==> config.mk <==
export PLATFORM = sky130hd
export DESIGN_NAME = timer_cfg_arbiter
export DESIGN_NICKNAME = d
export VERILOG_FILES = /design/src/rtl/timer_cfg_arbiter.sv
export SDC_FILE = /design/constraint.sdc
export NUM_CORES = 1
export LEC_CHECK = 0
export ABC_AREA = 1
export CORE_MARGIN = 2
export CORE_UTILIZATION = 25
export DETAILED_ROUTE_END_ITERATION = 10
export PLACE_DENSITY = 0.57
export SYNTH_ARGS = -nofsm -noshare
export SYNTH_HDL_FRONTEND = slang
export SYNTH_SLANG_ARGS = --single-unit
==> constraint.sdc <==
create_clock -name clk -period 2.1 [get_ports clk]
set_clock_uncertainty 0.2 [all_clocks]
set_input_delay 0.21 -clock clk [delete_from_list [all_inputs] [get_ports clk]]
set_output_delay 0.21 -clock clk [all_outputs]
set_load 0.01 [all_outputs]
==> src/rtl/timer_cfg_arbiter.sv <==
// rtl/timer_cfg_arbiter.sv - round-robin arbiter granting exclusive timer configuration ownership (optional TIMER_CFG_ARB_BOUNDARY_EN)
module timer_cfg_arbiter #(
  parameter int NUM_REQ         = 2,
  parameter int REGISTER_WIDTH  = 8,
  parameter int PRESCALER_WIDTH = 3
) (
  input  logic                                      clk,
  input  logic                                      rst,
  input  logic [NUM_REQ-1:0]                        req_valid,
  output logic [NUM_REQ-1:0]                        req_ready,
  input  logic [NUM_REQ-1:0]                        req_enable,
  input  logic [NUM_REQ-1:0]                        req_option,
  input  logic [NUM_REQ*PRESCALER_WIDTH-1:0]        req_prescaler,
  input  logic [NUM_REQ*2*REGISTER_WIDTH-1:0]       req_limit,
  input  logic [NUM_REQ-1:0]                        req_release,
  input  logic                                      timer_irq,
  output logic                                      tmr_enable_interrupt,
  output logic                                      tmr_interrupt_option,
  output logic [PRESCALER_WIDTH-1:0]                tmr_prescaler_selector,
  output logic [2*REGISTER_WIDTH-1:0]               tmr_limit_value,
  output logic                                      tmr_restart,
  output logic                                      owner_valid,
  output logic [((NUM_REQ>1)?$clog2(NUM_REQ):1)-1:0] owner_id,
  output logic [NUM_REQ-1:0]                        irq_out
);

  localparam int IDW = (NUM_REQ > 1) ? $clog2(NUM_REQ) : 1;
  localparam int LW  = 2 * REGISTER_WIDTH;
  localparam int PW  = PRESCALER_WIDTH;

`ifdef TIMER_CFG_ARB_BOUNDARY_EN
  typedef enum logic [1:0] {S_IDLE, S_RUN, S_PEND} state_t;
`else
  typedef enum logic [1:0] {S_IDLE, S_RUN} state_t;
`endif

  state_t          state_q, state_d;
  logic [IDW-1:0]  rr_ptr_q, rr_ptr_d;
  logic [IDW-1:0]  owner_id_q, owner_id_d;
  logic            owner_valid_q, owner_valid_d;
  logic            restart_q, restart_d;
  logic            act_en_q, act_en_d;
  logic            act_opt_q, act_opt_d;
  logic [PW-1:0]   act_psc_q, act_psc_d;
  logic [LW-1:0]   act_lim_q, act_lim_d;
`ifdef TIMER_CFG_ARB_BOUNDARY_EN
  logic            sh_en_q, sh_en_d;
  logic            sh_opt_q, sh_opt_d;
  logic [PW-1:0]   sh_psc_q, sh_psc_d;
  logic [LW-1:0]   sh_lim_q, sh_lim_d;
`endif

  logic            win_found;
  logic [IDW-1:0]  win;
  logic [IDW-1:0]  sel;
  logic            sel_en, sel_opt;
  logic [PW-1:0]   sel_psc;
  logic [LW-1:0]   sel_lim;

  // Round-robin search from rr_ptr+1; descending loop so the nearest valid requester wins last
  always_comb begin
    win_found = 1'b0;
    win       = '0;
    for (int k = NUM_REQ; k >= 1; k--) begin
      if (req_valid[(int'(rr_ptr_q) + k) % NUM_REQ]) begin
        win_found = 1'b1;
        win       = IDW'((int'(rr_ptr_q) + k) % NUM_REQ);
      end
    end
  end

  // Field mux: the winner in IDLE, otherwise the current owner
  always_comb begin
    sel     = (state_q == S_IDLE) ? win : owner_id_q;
    sel_en  = req_enable[sel];
    sel_opt = req_option[sel];
    sel_psc = req_prescaler[int'(sel)*PW +: PW];
    sel_lim = req_limit[int'(sel)*LW +: LW];
  end

  // Next-state, handshake and configuration load decisions
  always_comb begin
    state_d       = state_q;
    rr_ptr_d      = rr_ptr_q;
    owner_id_d    = owner_id_q;
    owner_valid_d = owner_valid_q;
    restart_d     = 1'b0;
    act_en_d      = act_en_q;
    act_opt_d     = act_opt_q;
    act_psc_d     = act_psc_q;
    act_lim_d     = act_lim_q;
    req_ready     = '0;
`ifdef TIMER_CFG_ARB_BOUNDARY_EN
    sh_en_d       = sh_en_q;
    sh_opt_d      = sh_opt_q;
    sh_psc_d      = sh_psc_q;
    sh_lim_d      = sh_lim_q;
`endif
    case (state_q)
      S_IDLE: begin
        if (win_found) begin
          req_ready[win] = 1'b1;
          act_en_d       = sel_en;
          act_opt_d      = sel_opt;
          act_psc_d      = sel_psc;
          act_lim_d      = sel_lim;
          owner_id_d     = win;
          owner_valid_d  = 1'b1;
          rr_ptr_d       = win;
          restart_d      = 1'b1;
          state_d        = S_RUN;
        end
      end
      S_RUN: begin
        req_ready[owner_id_q] = req_valid[owner_id_q];
        if (req_release[owner_id_q]) begin
          // Release wins over a same-cycle update from the owner
          act_en_d      = 1'b0;
          owner_valid_d = 1'b0;
          state_d       = S_IDLE;
        end else if (req_valid[owner_id_q]) begin
`ifdef TIMER_CFG_ARB_BOUNDARY_EN
          sh_en_d  = sel_en;
          sh_opt_d = sel_opt;
          sh_psc_d = sel_psc;
          sh_lim_d = sel_lim;
          state_d  = S_PEND;
`else
          act_en_d  = sel_en;
          act_opt_d = sel_opt;
          act_psc_d = sel_psc;
          act_lim_d = sel_lim;
          restart_d = 1'b1;
`endif
        end
      end
`ifdef TIMER_CFG_ARB_BOUNDARY_EN
      S_PEND: begin
        if (req_release[owner_id_q]) begin
          act_en_d      = 1'b0;
          owner_valid_d = 1'b0;
          sh_en_d       = 1'b0;
          sh_opt_d      = 1'b0;
          sh_psc_d      = '0;
          sh_lim_d      = '0;
          state_d       = S_IDLE;
        end else if (timer_irq || !act_en_q) begin
          // A stopped timer has no boundary to wait for, so commit immediately
          act_en_d  = sh_en_q;
          act_opt_d = sh_opt_q;
          act_psc_d = sh_psc_q;
          act_lim_d = sh_lim_q;
          state_d   = S_RUN;
        end
      end
`endif
      default: state_d = S_IDLE;
    endcase
    if (rst) req_ready = '0;
  end

  // Timer interrupt steered to the current owner only
  always_comb begin
    for (int i = 0; i < NUM_REQ; i++) begin
      irq_out[i] = !rst && timer_irq && owner_valid_q && (owner_id_q == IDW'(i));
    end
  end

  // State and configuration registers
  always_ff @(posedge clk) begin
    if (rst) begin
      state_q       <= S_IDLE;
      rr_ptr_q      <= IDW'(NUM_REQ - 1);
      owner_id_q    <= '0;
      owner_valid_q <= 1'b0;
      restart_q     <= 1'b0;
      act_en_q      <= 1'b0;
      act_opt_q     <= 1'b0;
      act_psc_q     <= '0;
      act_lim_q     <= '0;
`ifdef TIMER_CFG_ARB_BOUNDARY_EN
      sh_en_q       <= 1'b0;
      sh_opt_q      <= 1'b0;
      sh_psc_q      <= '0;
      sh_lim_q      <= '0;
`endif
    end else begin
      state_q       <= state_d;
      rr_ptr_q      <= rr_ptr_d;
      owner_id_q    <= owner_id_d;
      owner_valid_q <= owner_valid_d;
      restart_q     <= restart_d;
      act_en_q      <= act_en_d;
      act_opt_q     <= act_opt_d;
      act_psc_q     <= act_psc_d;
      act_lim_q     <= act_lim_d;
`ifdef TIMER_CFG_ARB_BOUNDARY_EN
      sh_en_q       <= sh_en_d;
      sh_opt_q      <= sh_opt_d;
      sh_psc_q      <= sh_psc_d;
      sh_lim_q      <= sh_lim_d;
`endif
    end
  end

  assign tmr_enable_interrupt   = act_en_q;
  assign tmr_interrupt_option   = act_opt_q;
  assign tmr_prescaler_selector = act_psc_q;
  assign tmr_limit_value        = act_lim_q;
  assign tmr_restart            = restart_q;
  assign owner_valid            = owner_valid_q;
  assign owner_id               = owner_id_q;

endmodule
# Word level (Yosys, flattened, before mapping)
# Index checks and enable logic that the tools add are counted.
# classes
n_bitwise,4
add_sub_neg,2
order_cmp,7
n_shift,2
n_eq_ne,6
n_reduce_logical,14
mux,52
n_mul,1
# op_table
cell,count
$mux W16,3
$mux W1,32
$pmux W16 S2,1
$shiftx A32 B6 Y16,1
$mux W3,3
$mux W2,4
$ne A2 B2 Y1 const B,4
$pmux W1 S2,4
$pmux W2 S2,2
$logic_and A1 B1 Y1,6
$lt A1 B2 Y1 const B,3
$lt A2 B3 Y1 const B,2
$pmux W3 S2,1
$reduce_and A3 Y1,2
$shiftx A6 B4 Y3,1
$reduce_and A2 Y1,2
$reduce_and A4 Y1,1
$mul A1 B2 Y3 const B,1
$ne A3 B3 Y1 const B,1
$add A1 B1 Y1 const B,2
$and A1 B1 Y1 const A,2
$and A2 B2 Y2,1
$demux W1 S1,2
$eq A2 B1 Y1 const B,1
5 further kinds,6
# word_totals
ff_bits,27
inputBits,49
elab_cells,97

# Logic depth before layout (Yosys ltp)
# Gate-level depths: netlist of run 1.
# depth
depth_word,14
depth_mapped,9
depth_no_buf,8

# Worst setup path after synthesis of run 1
# OpenSTA, ideal clock, no wires.
# synth_path
path_kind,register to register
startpoint,reg owner_id_q (netlist: owner_id)
endpoint,reg act_lim_q[10] (netlist: tmr_limit_value[10])
t_arrival_ns,1.105
path_buffers,1
path_slack_ns,0.683
synth_period_minus_slack_ns,1.417
stages_incl_launch_ff,9
setup_time_ns,0.112
path_cell_list,dfxtp_1 -> nand2_1 -> clkinv_1 -> nor2_1 -> nand2_2 -> buf_2 -> nand3_1 -> nor2_1 -> nor2_1
# synth_between
elab_chain_cells,5
word_cells_on_any_way,13
# synth_rtl
element,line_no,source
from (decl),39,"logic [IDW-1:0] owner_id_q, owner_id_d;"
from (signal assigned),190,owner_id_q <= owner_id_d;
$mux W1,74,sel = (state_q == S_IDLE) ? win : owner_id_q;
$shiftx A32 B6 Y16,78,sel_lim = req_limit[int'(sel)*LW +: LW];
$mux W16,121,end else if (req_valid[owner_id_q]) begin
$mux W16,116,if (req_release[owner_id_q]) begin
$pmux W16 S2,99,case (state_q)
to (signal assigned),196,act_lim_q <= act_lim_d;
to (decl),45,"logic [LW-1:0] act_lim_q, act_lim_d;"
# Several ways; a longest one is shown, not always the timed one. The select of a mux whose other input is x is not followed.
# A chain may end at the register's enable or synchronous reset.

# Worst setup path in the final report of run 1
# layout_path
startpoint,in req_valid[1]
endpoint,out req_ready[1]
# layout_between
elab_chain_cells,12
word_cells_on_any_way,21
# layout_rtl
element,line_no,source
from (decl),9,"input logic [NUM_REQ-1:0] req_valid,"
$mux W1 (implied by the code) (3 in a row),65,if (req_valid[(int'(rr_ptr_q) + k) % NUM_REQ]) begin
$mux W1 (2 in a row),65,
$lt A1 B2 Y1 (implied by the code) / $ge A1 B1 Y1 (equally long branches),102,req_ready[win] = 1'b1;
$logic_and A1 B1 Y1 (implied by the code),102,
$mux W1 (implied by the code),102,
$demux W1 S1,102,
$mux W2,101,if (win_found) begin
$pmux W2 S2 *,99,
$mux W2 *,159,if (rst) req_ready = '0;
to (decl),10,"output logic [NUM_REQ-1:0] req_ready,"
# Every way passes the cells marked *; elsewhere a longest branch is shown, timed or not. The select of a mux whose other input is x is not followed.

==> results by group, run 1 <==
Logic synthesis
  – Synth cell types: 22
  – Simple-gate share of the synthesized area: a little under half
  – Dominant synthesized flop cell: dfxtp_1
  – Mapped Nets: between 200 and 300
  – Adder-cell share of the synthesized area: 0%
  – #FFs+latches synth: 25
  – Largest family of logic cells by synthesized area: simple AND/OR/NAND/NOR gates
  – Top post-synthesis cells by area: dfxtp_1, nand2_1, nand3_1
  – EDFF count, synth: 0
  – Compound-gate portion of the synthesized area: about 8.0%
  – Ys Warns: 0
  – Post-Synthesis Cells: around 240
  – Sequential area share after synthesis: roughly a third
  – Leading area contributor after synthesis: dfxtp_1
  – Syn Area/Cell: 6.06 sq um
  – Post-synthesis instance area: 1440 sq um
  – Ys async rst share: 0%
  – Share of the synthesized area in the top cell type: between 30% and 40%
  – Mux cell area share after synthesis: 0%
  – Xor/xnor share of the synthesized area: 0%

Clock tree
  – Worst-skew pair later-pin latency: around 260 ps
  – Clk sinks: 25
  – Clock root cell: clkbuf_8
  – Postcts setup bufs: 0
  – Hold_buf cts: 0
  – CTS tree: yes
  – Clock Tree Buf Depth: 2
  – TritonCTS Buffers: 3
  – Htree depth: 1
  – Reg clk slew, reported paths: around 80 ps

Timing
  – Least-Margin Pin Slew: 468 ps
  – Post-route setup TNS: 0 ps
  – Slew Limit Headroom: just under 70%
  – Minimum clock period after layout: roughly 2000 ps
  – Hold Vio Cnt, Final: 0
  – Final setup fails: 0
  – Fmax: 497 MHz
  – Hold WS: around 200 ps
  – Tcrit/Tclk final: about 96%
  – Unrepaired setup endpoints after global routing: no
  – Slew Limit Fails: 0

Setup path
  – WP data arrival: roughly 1600 ps
  – Worst path slowest cell: clkdlybuf4s50_1
  – Critical path startpoint category: input port
  – Crit-path cells: clkdlybuf4s50_1, buf_4, nand2_1, a21oi_1, clkdlybuf4s50_1
  – Crit Path Class: input port to output port
  – Critical Path Sink Type: output port
  – Crit path largest cell delay: ~550 ps
  – Crit-path max FO: 3
  – Critical Path RT: between 1500 and 2000 ps
  – Most used cell, CP: clkdlybuf4s50_1

Drt
  – Avg WL per Cell: about 11 um
  – DR DRC count: 0
  – Detail Route Antenna Nets: 0
  – Starting DRT DRC Count: 95
  – Routed Wire Length: 4290 um
  – DR pass1 iterations: 4
  – Vias/cell: between 4 and 5
  – Vias: around 1.7k

Die
  – Die Span X: 80.0 um
  – # rows: 27
  – Starting density of the core: approximately a quarter
  – DIE AREA: 6390 sq um
  – Ports: 77
  – Core Region: between 5000 and 6000 sq um
  – DIE HEIGHT: about 80 um

Run
  – Number of max-cap violations: 0

Power
  – Cell Pwr Density: about 600 nW/um^2
  – Leakage power: around 1.2 nW
  – Max IR drop VDD: 260 uV

GRT
  – GR Layer Usage met1: between 10% and 20%
  – GR met3 Demand/Resource: roughly 6.6%
  – GRT Resource Usage Total: about 14%
  – Vias in the first global route: 1565
  – Most congested layer reported by global routing: met2
  – Pin count of the biggest net entering global routing: 25
  – Overflow after GRT: 0
  – Global-route wire length before repair: around 7000 um
  – M2 GR Usage: roughly 23%
  – Initial antenna violation count: 0

Placement
  – PortBufs: 76
  – Final GP Congestion: about 0.76
  – Hpwl dp: ~3200 um

Finish
  – Multi-input logic area: between 700 and 800 sq um
  – Antenna diode count: 0
  – Sequential Area: 503 sq um
  – Finished Core Util: ~43%
  – Fill cells: 631
  – Layout Nets: between 300 and 400
  – Area growth, synth to finish: 64.3%
  – Layout cells sized above 1: 6.03%

Run status
  – Status: completed

Hold path
  – Hold Crit Class: input port to flop
what timing repair did:
item / in CTS / in global routing
endpoints found under the setup margin: 0 / 4
resized for setup: 0 / 5
hold endpoints to repair: 0 / 0
cell families (layout without fill, tap and decap cells):
| family | Yosys count | after routing |
|---|---|---|
| and+or+nand+nor | 156 | 156 |
| buffers and inverters | 40 | 117 |
| DFF | 25 | 25 |
| AOI/OAI and AO/OA | 17 | 17 |
final cells by class:
| cell class | count | share of cell area, % |
|---|---|---|
| timing repair buffer | 84 | 35.5 |
| multi-input combinational | 173 | 33.0 |
| sequential | 25 | 21.2 |
| inverter | 29 | 4.59 |
| tap | 72 | 3.80 |
| clock buffer | 4 | 1.90 |
sequential cells by signal, indices dropped and copies added (netlist names):
signal / count
tmr_limit_value: 16
tmr_prescaler_selector: 3
owner_id: 1
owner_valid: 1
rr_ptr_q: 1
tmr_enable_interrupt: 1
tmr_interrupt_option: 1
tmr_restart: 1
placed cells by master, fill, tap and decap left out:
| master | n |
|---|---|
| a21oi_1 | 1 |
| nand3_1 | 43 |
| dlymetal6s2s_1 | 3 |
| nor2_4 | 1 |
| inv_2 | 2 |
| o21ai_0 | 3 |
| nand2_1 | 76 |
| nand4_1 | 1 |
| a21boi_1 | 3 |
| a21boi_0 | 8 |
| dfxtp_2 | 2 |
| o21ai_1 | 1 |
| inv_1 | 26 |
| dfxtp_1 | 23 |
| clkinv_1 | 1 |
| nand3_2 | 2 |
| buf_12 | 1 |
| clkbuf_1 | 1 |
| nor3_1 | 2 |
| buf_4 | 7 |
| nor2_1 | 30 |
| a211oi_1 | 1 |
| clkbuf_8 | 3 |
| clkdlybuf4s50_1 | 73 |
| nand2_2 | 1 |
cell usage after synthesis, types with 2 or more instances:
cell	n
nand3_1	43
nor3_1	2
clkbuf_1	4
nand2_1	76
a21boi_0	8
inv_2	2
inv_1	26
nor2_1	30
a21boi_1	3
nand3_2	2
o21ai_0	3
buf_2	5
dfxtp_1	25
routing by layer:
metal | vias to the layer above | part of all wire, %
met4 | 0 | 0.23
met5 | - | 0
li1 | 899 | -
met1 | 716 | 47
met3 | 2 | 11
met2 | 67 | 41
path summary, 6_finish.rpt:
kind	slack [ps]	to	from	cells after the start
worst max-delay path	90	req_ready[1]	req_valid[1]	5
worst min-delay path	200	owner_valid$_SDFFE_PP0P_	req_valid[0]	3
worst max register to register	420	tmr_limit_value[15]$_SDFFE_PP0P_	owner_valid$_SDFFE_PP0P_	6
worst min register to register	290	rr_ptr_q$_SDFFE_PP1P_	rr_ptr_q$_SDFFE_PP1P_	2
power by group:
| part | internal (W) | switching (W) | leakage, nW | total [W] |
|---|---|---|---|---|
| combinational | 0.000299 | 0.000262 | 0.946 | 0.000561 |
| sequential | 0.000543 | 0.0000381 | 0.209 | 0.000581 |
| clock | 0.000135 | 0.000145 | 0.0228 | 0.000280 |
worst max-delay path: cells and delay by family:
kind	cells	cell delay (ps)
buffers and inverters	3	1200
AOI/OAI and AO/OA	1	140
and+or+nand+nor	1	70
stage by stage:
stage	instances	instance area [sq um]	setup WS [ps]	total power, W
2_1_floorplan	238	1440	683	0.000863
3_3_place_gp	383	2310	48.8	0.00116
3_5_place_dp	383	2310	28.8	0.00116
4_1_cts	387	2360	24.6	0.00145
5_1_grt	387	2370	19.0	0.00154
6_report	387	2370	86.3	0.00142
Note: power is estimated with default switching activity, not from simulation.
==> run 2: changes to the inputs <==
--- a/config.mk
+++ b/config.mk
@@ -7,9 +7,9 @@
 export LEC_CHECK = 0
 export ABC_AREA = 1
 export CORE_MARGIN = 2
-export CORE_UTILIZATION = 25
+export CORE_UTILIZATION = 35
 export DETAILED_ROUTE_END_ITERATION = 10
-export PLACE_DENSITY = 0.57
+export PLACE_DENSITY = 0.75
 export SYNTH_ARGS = -nofsm -noshare
 export SYNTH_HDL_FRONTEND = slang
 export SYNTH_SLANG_ARGS = --single-unit
==> results by group, run 2 (synthesized netlist as in run 1, its figures left out) <==
Run status
  – Status: completed

Clock tree
  – Worst-skew pair later-pin latency: 270 ps (about the same)
  – Clock Tree Buf Depth: 2 (unchanged)
  – TritonCTS Buffers: 3 (unchanged)
  – CTS tree: yes
  – Htree depth: 1 (unchanged)
  – Clock root cell: clkbuf_8
  – Reg clk slew, reported paths: 90 ps (about the same)
  – Clk sinks: 25 (unchanged)

Timing
  – Hold WS: 271 ps (+66.6 ps)
  – Slew Limit Fails: 0 (unchanged)
  – Unrepaired setup endpoints after global routing: no
  – Tcrit/Tclk final: 97.2% (+1.3 points)
  – Hold Vio Cnt, Final: 0 (unchanged)
  – Minimum clock period after layout: 2040 ps (+26.5 ps)
  – Final setup fails: 0 (unchanged)
  – Slew Limit Headroom: 67.3% (-1.4 points)
  – Least-Margin Pin Slew: 489 ps (+21.7 ps)
  – Fmax: 490 MHz (-1.3%)

Placement
  – PortBufs: 76 (unchanged)
  – Hpwl dp: 3020 um (-6.8%)
  – Final GP Congestion: 0.970 (+28%)

GRT
  – Initial antenna violation count: 0 (unchanged)
  – M2 GR Usage: 32.3% (+9.5 points)
  – Vias in the first global route: 1546 (-1.2%)
  – Global-route wire length before repair: 6760 um (-3.9%)
  – Most congested layer reported by global routing: met2
  – GRT Resource Usage Total: 19.1% (+5.4 points)
  – GR Layer Usage met1: 22.5% (+5.9 points)
  – Pin count of the biggest net entering global routing: 24 (-4.0%)
  – Overflow after GRT: 0 (unchanged)
  – GR met3 Demand/Resource: 7.07% (+0.51 points)

Setup path
  – Critical Path Sink Type: output port
  – Worst path slowest cell: clkdlybuf4s50_1
  – Critical Path RT: 1690 ps (about the same)
  – Crit Path Class: input port to output port
  – Critical R2R Launch: owner_id$_SDFFE_PP0P_
  – Reg2reg setup slack: 410 ps (about the same)
  – WP data arrival: 1630 ps (+30 ps)
  – Crit-path max FO: 5 (+2)
  – Critical path startpoint category: input port
  – Crit-path leading delay family: buffers and inverters
  – Crit-path cells: clkdlybuf4s50_1, nand2_1, nand2_1, a21oi_1, clkdlybuf4s50_1
  – Worst path bufs/invs: 2 (-1)
  – FF-to-FF path depth: 6 (unchanged)
  – Crit path largest cell delay: 550 ps (about the same)
  – Worst reg2reg endpoint: tmr_limit_value[15]$_SDFFE_PP0P_

Drt
  – Routed Wire Length: 4100 um (-4.5%)
  – Vias/cell: 4.63 (+6.5%)
  – Vias: 1691 (+0.42%)
  – Detail Route Antenna Nets: 0 (unchanged)
  – DR pass1 iterations: 4 (unchanged)
  – Starting DRT DRC Count: 77 (-19%)
  – Avg WL per Cell: 11.2 um (+1.2%)
  – DR DRC count: 0 (unchanged)

Finish
  – Layout cells sized above 1: 6.35% (+0.32 points)
  – Fill cells: 413 (-35%)
  – Antenna diode count: 0 (unchanged)
  – Max FFs per register: 16 (unchanged)
  – Finished Core Util: 58.9% (+16 points)
  – Multi-input logic area: 782 sq um (unchanged)
  – Commonest non-fill, non-tap cell in the layout: nand2_1
  – Most frequent cells in the layout: nand2_1, clkdlybuf4s50_1, nand3_1
  – Sequential Area: 503 sq um (unchanged)
  – Layout Nets: 365 (unchanged)
  – Area growth, synth to finish: 62.0%

Run
  – Number of max-cap violations: 0 (unchanged)

Power
  – Cell Pwr Density: 611 nW/um^2 (+1.9%)
  – Leakage power: 1.16 nW (-1.9%)
  – Max IR drop VDD: 262 uV (+0.84%)

Die
  – Ports: 77 (unchanged)
  – DIE AREA: 4650 sq um (-27%)
  – # rows: 23 (-15%)
  – DIE HEIGHT: 68.2 um (-15%)
  – Die Span X: 68.2 um (-15%)
  – Core Region: 3970 sq um (-28%)
  – Starting density of the core: 36.3% (+10 points)

Hold path
  – Worst hold stages: 2 (-1)
  – Critical hold path startpoint: rr_ptr_q$_SDFFE_PP1P_
  – Worst Hold Path EP: rr_ptr_q$_SDFFE_PP1P_
  – Hold Crit Class: flop to flop
==> run 2: cell types whose count changed in the layout (fill, tap and decap cells not counted), sizes merged <==
| cell | before | now |
|---|---|---|
| clkdlybuf4s50 | 73 | 74 |
| clkinv | 1 | 2 |
| dlygate4sd2 | 0 | 1 |
| clkbuf | 4 | 3 |
| dlymetal6s2s | 3 | 1 |
==> run 2: worst min-delay path: cells and delay by family, from the launching register on <==
kind             cells  cell delay (ps)
flip-flops           1              340
AND/OR/NAND/NOR      2              110
==> run 2: metal layers <==
metal / part of all wire (%) / vias to the layer above / wire (um)
met2: 44 / 62 / 1790
li1: - / 898 / -
met1: 45 / 729 / 1840
met4: 0.56 / 0 / 23
met5: 0 / - / 0
met3: 11 / 2 / 445
==> run 2: power breakdown <==
group / total, W / internal [W] / switching, W
clock: 0.000291 / 0.000133 / 0.000158
sequential: 0.000579 / 0.000543 / 0.0000364
combinational: 0.000559 / 0.000299 / 0.000260
total: 0.00143 / 0.000974 / 0.000454
==> run 2: worst max-delay path by stage <==
| stage | start | end | cells after the start | slack (ps) |
|---|---|---|---|---|
| CTS | req_valid[0] | req_ready[0] | 6 | 20 |
| floorplan | owner_id$_SDFFE_PP0P_ | tmr_limit_value[10]$_SDFFE_PP0P_ | 8 | 680 |
| detailed placement | req_valid[1] | req_ready[1] | 6 | -10 |
| finish | req_valid[0] | req_ready[1] | 5 | 60 |
| global placement | req_valid[1] | req_ready[0] | 6 | 30 |
| global route | req_valid[0] | req_ready[1] | 5 | 0.2 |
==> run 2: metrics by stage <==
stage | setup TNS [ps] | instances | power [W] | setup slack [ps] | instance area [sq um]
after CTS | 0 | 365 | 0.00145 | 18.1 | 2330
after floorplan | 0 | 238 | 0.000863 | 683 | 1440
after detailed placement | -14.3 | 361 | 0.00115 | -11.8 | 2290
after global routing | 0 | 365 | 0.00154 | 0.218 | 2340
final | 0 | 365 | 0.00143 | 59.8 | 2340
after global placement | 0 | 361 | 0.00115 | 26.9 | 2290
==> run 2: layout make-up <==
type                    count  area share [%]
repair buffers             84            35.7
multi-input cells         173            33.5
flip-flops and latches     25            21.5
inverters                  29            4.66
well taps                  50            2.68
clock buffers               3            1.77
clock inverters             1           0.214
==> run 2: timing repair <==
item | CTS | global route
resized for setup | 2 | 2
hold buffers | 0 | 0
buffers inserted | 0 | 0
setup endpoints to repair | 2 | 2
